`src/rtl/piso_serializer.sv`:
```
// ============================================================================
// Module   : piso_serializer
// Brief    : Parallel-in/serial-out stage, MSB first, valid/ready load,
//            back-to-back frames, synchronous flush, wrapping frame counter.
//            Optional trailing even-parity bit when PISO_PARITY_EN is defined.
// Revision : 1.0 - initial release
// ============================================================================
`default_nettype none

module piso_serializer #(
    parameter int WIDTH = 8,
    parameter int CNT_W = 8
) (
    input  logic             clk,
    input  logic             clr_n,
    input  logic             flush,
    input  logic             load_valid,
    input  logic [WIDTH-1:0] load_data,
    output logic             load_ready,
    output logic             dout,
    output logic             dout_valid,
    output logic             frame_start,
    output logic             frame_last,
    output logic [CNT_W-1:0] frame_cnt
);

`ifdef PISO_PARITY_EN
    localparam int FRAME_LEN = WIDTH + 1;
`else
    localparam int FRAME_LEN = WIDTH;
`endif
    localparam int              BCNT_W = $clog2(WIDTH + 1);
    localparam logic [BCNT_W-1:0] c_LAST = BCNT_W'(FRAME_LEN - 1);

    typedef enum logic [0:0] {
        IDLE  = 1'b0,
        SHIFT = 1'b1
    } state_t;

    state_t             r_state;
    state_t             w_state_nxt;
    logic [WIDTH-1:0]   r_sr;
    logic [WIDTH-1:0]   w_sr_nxt;
    logic [BCNT_W-1:0]  r_bcnt;
    logic [BCNT_W-1:0]  w_bcnt_nxt;
    logic [CNT_W-1:0]   r_frame_cnt;
    logic [CNT_W-1:0]   w_frame_cnt_nxt;
    logic               r_rdy_en;
    logic               w_busy;
    logic               w_last;
    logic               w_accept;
    logic               w_dout;

    assign w_busy   = (r_state == SHIFT);
    assign w_last   = w_busy && (r_bcnt == c_LAST);
    // r_rdy_en keeps load_ready low until the first edge after reset release
    assign w_accept = load_valid && load_ready;

    always_comb begin
        load_ready = r_rdy_en && !flush && (!w_busy || w_last);
    end

`ifdef PISO_PARITY_EN
    logic r_par;

    always_ff @(posedge clk or negedge clr_n) begin
        if (!clr_n) begin
            r_par <= 1'b0;
        end else if (flush) begin
            r_par <= 1'b0;
        end else if (w_accept) begin
            r_par <= ^load_data;
        end
    end

    // Once the LSB has left, the parity flop supplies the trailing bit
    assign w_dout = (r_bcnt == BCNT_W'(WIDTH)) ? r_par : r_sr[WIDTH-1];
`else
    assign w_dout = r_sr[WIDTH-1];
`endif

    always_comb begin
        w_state_nxt     = r_state;
        w_sr_nxt        = r_sr;
        w_bcnt_nxt      = r_bcnt;
        w_frame_cnt_nxt = r_frame_cnt;

        if (flush) begin
            w_state_nxt = IDLE;
            w_sr_nxt    = '0;
            w_bcnt_nxt  = '0;
        end else begin
            case (r_state)
                IDLE: begin
                    if (w_accept) begin
                        w_sr_nxt    = load_data;
                        w_bcnt_nxt  = '0;
                        w_state_nxt = SHIFT;
                    end
                end
                SHIFT: begin
                    if (w_last) begin
                        w_frame_cnt_nxt = r_frame_cnt + 1'b1;
                        if (w_accept) begin
                            w_sr_nxt   = load_data;
                            w_bcnt_nxt = '0;
                        end else begin
                            w_state_nxt = IDLE;
                        end
                    end else begin
                        w_sr_nxt   = {r_sr[WIDTH-2:0], 1'b0};
                        w_bcnt_nxt = r_bcnt + 1'b1;
                    end
                end
                default: begin
                    w_state_nxt = IDLE;
                end
            endcase
        end
    end

    always_ff @(posedge clk or negedge clr_n) begin
        if (!clr_n) begin
            r_state     <= IDLE;
            r_sr        <= '0;
            r_bcnt      <= '0;
            r_frame_cnt <= '0;
            r_rdy_en    <= 1'b0;
        end else begin
            r_state     <= w_state_nxt;
            r_sr        <= w_sr_nxt;
            r_bcnt      <= w_bcnt_nxt;
            r_frame_cnt <= w_frame_cnt_nxt;
            r_rdy_en    <= 1'b1;
        end
    end

    always_comb begin
        dout        = w_busy && w_dout;
        dout_valid  = w_busy;
        frame_start = w_busy && (r_bcnt == '0);
        frame_last  = w_last;
        frame_cnt   = r_frame_cnt;
    end

endmodule

`default_nettype wire

```
`config.mk`:
```
export PLATFORM = sky130hd
export DESIGN_NAME = piso_serializer
export DESIGN_NICKNAME = d
export VERILOG_FILES = /design/src/rtl/piso_serializer.sv
export SDC_FILE = /design/constraint.sdc
export NUM_CORES = 1
export LEC_CHECK = 0
export ABC_CLOCK_PERIOD_IN_PS = 1900
export BUFFER_PORTS_ARGS = -buffer_cell sky130_fd_sc_hd__buf_2
export CELL_PAD_IN_SITES_DETAIL_PLACEMENT = 0
export CELL_PAD_IN_SITES_GLOBAL_PLACEMENT = 1
export CORE_ASPECT_RATIO = 0.9
export CORE_UTILIZATION = 40
export CTS_BUF_LIST = sky130_fd_sc_hd__clkbuf_8 sky130_fd_sc_hd__clkbuf_16
export DETAILED_ROUTE_END_ITERATION = 6
export PLACE_DENSITY = 0.73
export SLEW_MARGIN = 20
export SYNTH_ARGS = -nofsm -noshare
export SYNTH_HDL_FRONTEND = slang
export SYNTH_SLANG_ARGS = --single-unit
```
`constraint.sdc`:
```
create_clock -name clk -period 1.9 [get_ports clk]
set_input_delay 0 -clock clk [delete_from_list [all_inputs] [get_ports clk]]
set_output_delay 0 -clock clk [all_outputs]
set_load 0.01 [all_outputs]
```
==> flow_summary.json <==
{
  "worst-setup-path-type": "reg2out",
  "drive_above_1_share": 0.2652,
  "cts-buffers-inserted": 3,
  "synthFlopType": "dfrtp_1",
  "routedWlPerCell_um": 15.20,
  "cp.required_ps": 1900,
  "cts.sink_count": 22,
  "setup_tns_ps": 0,
  "p_leak_uw": 0.0006983,
  "slew_viol_final": 0,
  "first_iter_violations": 24,
  "min_period_ps": 1700,
  "clock_skew_ps": 1.215,
  "grt_pass1_vias": 816,
  "root_buffer": "clkbuf_8",
  "ant_nets": 0,
  "antennaDiodeCount": 0,
  "vias_per_cell": 5.719,
  "synth_edf_count": 0,
  "synthMuxAreaShare": 0.05222,
  "place_area_um2": 1260,
  "cpMaxStageDelayCell": "dfrtp_1",
  "cts_max_path_buffers": 2,
  "antenna_found_initial": 0,
  "fin_crit_sh": 0.8945,
  "multiInputGateArea_um2": 539.3,
  "pwr-share-clk": 0.327,
  "port-buffer-count": 24,
  "synthSimpleGateAreaFrac": 0.2200,
  "ys_seq_elements": 22,
  "swShare": 0.2433,
  "yosys.area.top_type": "dfrtp_1",
  "power_frac_seq": 0.563,
  "synth.avg_cell_area_um2": 10.43,
  "hp-class": "in2reg",
  "fillers": 255,
  "power_density_nw_per_um2": 669.7,
  "end_kind": "primary output",
  "instances_no_fill": 160,
  "synth.area.top_cells": "dfrtp_1, nand3_1, ha_1, a311oi_1, xor2_1",
  "die_x_um": 57.93,
  "yosys_warnings": 0,
  "io_pins": 25,
  "critPathMaxFanout": 9,
  "violations": "design-rule violations",
  "grt_max_degree": 23,
  "worstPathArrival_ps": 1700,
  "intPower_uw": 666.4,
  "seq_area_frac_synth": 0.4889,
  "final_area_um2": 1315,
  "max_slew.worst_pin.slew_ps": 501.3,
  "pwr-share-comb": 0.110,
  "seqCellArea_um2": 550.5,
  "synth-adder-area-share": 0.03333,
  "max_freq_ghz": 0.5884,
  "grt_first_pass_wirelength_um": 4036,
  "grt_setup_unrepaired": "false",
  "synth_cells": 108,
  "synth_most_common_cell": "dfrtp_1",
  "fp.dieH_um": 52.34,
  "num_vias": 915,
  "power_uw": 880.6,
  "firstDrtPassIters": 6,
  "synthDistinctLibCells": 35,
  "insertion_delay_ps": 260,
  "crit_path_start_kind": "register",
  "start_util": 0.4412,
  "die_area_um2": 3032,
  "hpwl_um": 1709,
  "wirelength_um": 2432,
  "cts.reportedPaths.clkPinSlew_ps": 80,
  "track_usage": 0.1822,
  "cts_tree": "built",
  "syn_to_final_growth_pct": 16.78,
  "yosysTopAreaCellShare": 0.4889,
  "postCtsSetupRepairBufs": 0,
  "syn_nets": 123,
  "relSlewSlack": 0.6658,
  "synth-xor-area-share": 0.05444,
  "gp_congestion": 0.7114,
  "max-vdd-ir-drop_mv": 0.4168,
  "status": "complete, but fails checks",
  "place_inst": 156,
  "power.switching_uw": 214.3,
  "synth_compound_area_frac": 0.1122,
  "nNetsFinal": 149,
  "synth_commonest_cells": "dfrtp_1, nand3_1, nand2_1",
  "grt_overflow": 0,
  "core-area_um2": 2552,
  "synthArstFlopShare": 1.000,
  "maxCapViolCount": 0,
  "rows": 17,
  "htree_levels": 1,
  "drc": 1,
  "slowest_delay_ps": 400,
  "finalSetupViolations": 0,
  "netlist_area_um2": 1126,
  "final_hold_viol_count": 0,
  "cp_cell_sequence": "ha_1, nand3b_4, a21oi_2, and2_1, buf_2",
  "synth_top_family_by_area": "simple AND/OR/NAND/NOR gates"
}
[cells by family (layout without fill, tap and decap cells)]
family,after synthesis,in the layout
multiplexers,5,5
AND/OR/NAND/NOR,44,44
flip-flops,22,22
XOR/XNOR,7,7
adder cells (fa/ha/maj),3,3
buffers and inverters,8,32
other,1,1
AO/OA/AOI/OAI,18,18
[worst max-delay path, delay by kind of cell (launching register included)]
kind	cells	cell delay, ps
flops	1	400
simple gates	2	340
fa+ha+maj	1	300
compound gates	1	270
buf+inv	1	120
[power groups by stage]
stage          registers [uW]  logic, uW  clock network (uW)
3_3_place_gp              505       94.6                   0
2_1_floorplan             502       57.7                   0
3_5_place_dp              505       96.5                   0
4_1_cts                   496       98.2                 299
6_report                  496       96.9                 288
5_1_grt                   497        110                 325
[area by class of cell]
class / count / share of cell area
flip-flops and latches: 22 / 0.4186
multi-input cells: 78 / 0.4101
clock buffers: 3 / 0.03140
inverters: 3 / 0.008563
well taps: 28 / 0.02664
repair buffers: 26 / 0.1047
[layer usage]
metal,wire length [um],vias to the layer above,global-route usage
met4,8,0,0.04762
li1,-,435,-
met5,0,-,0
met1,1206,461,0.2602
met3,85,2,0.04444
met2,1132,17,0.2759
[placed cells by master (no fill, tap or decap), types with 3 or more instances in the layout]
master and instances:
mux2_2 3, inv_1 3, nor3_1 5, nand2_1 8, xor2_1 4, a22o_1 3, ha_1 3, a21oi_1 4
nand3_1 10, nor2_1 5, a311oi_1 4, dfrtp_1 22, buf_2 24, nand4_1 3, clkbuf_8 3, xnor2_1 3
[metrics by stage]
stage / setup slack, ps / hold slack, ps / util
2_1_floorplan: 513.0 / -295.6 / -
3_3_place_gp: 353.4 / -2.718 / 0.4936
3_5_place_dp: 283.0 / -3.627 / 0.4936
4_1_cts: 66.67 / 19.18 / 0.5137
5_1_grt: 103.0 / 29.70 / 0.5152
6_report: 200.4 / 25.71 / 0.5152
[registers in the layout, indices dropped and copies added (netlist names)]
register    flops
r_bcnt          4
dout_valid      1
frame_cnt       8
r_sr            8
r_rdy_en        1
[path summary, 6_finish.rpt]
path / start / depth (start not counted) / slack (ps) / end
min in group asynchronous: clr_n / 2 / 240 / frame_cnt[5]
worst max register to register: r_bcnt[1] / 4 / 270 / r_sr[4]
worst max-delay path: r_bcnt[1] / 5 / 200 / load_ready
worst min-delay path: load_data[6] / 3 / 30 / r_sr[6]
max in group asynchronous: clr_n / 2 / 1320 / dout_valid
worst min register to register: frame_cnt[7] / 1 / 460 / frame_cnt[7]
[timing repair]
action                                 in CTS  in global routing
endpoints found under the hold margin      22                  0
setup endpoints to repair                   0                  1
hold buffers                                1                  0
gates resized for setup                     0                  1
Power figures use the tool's default switching activity.
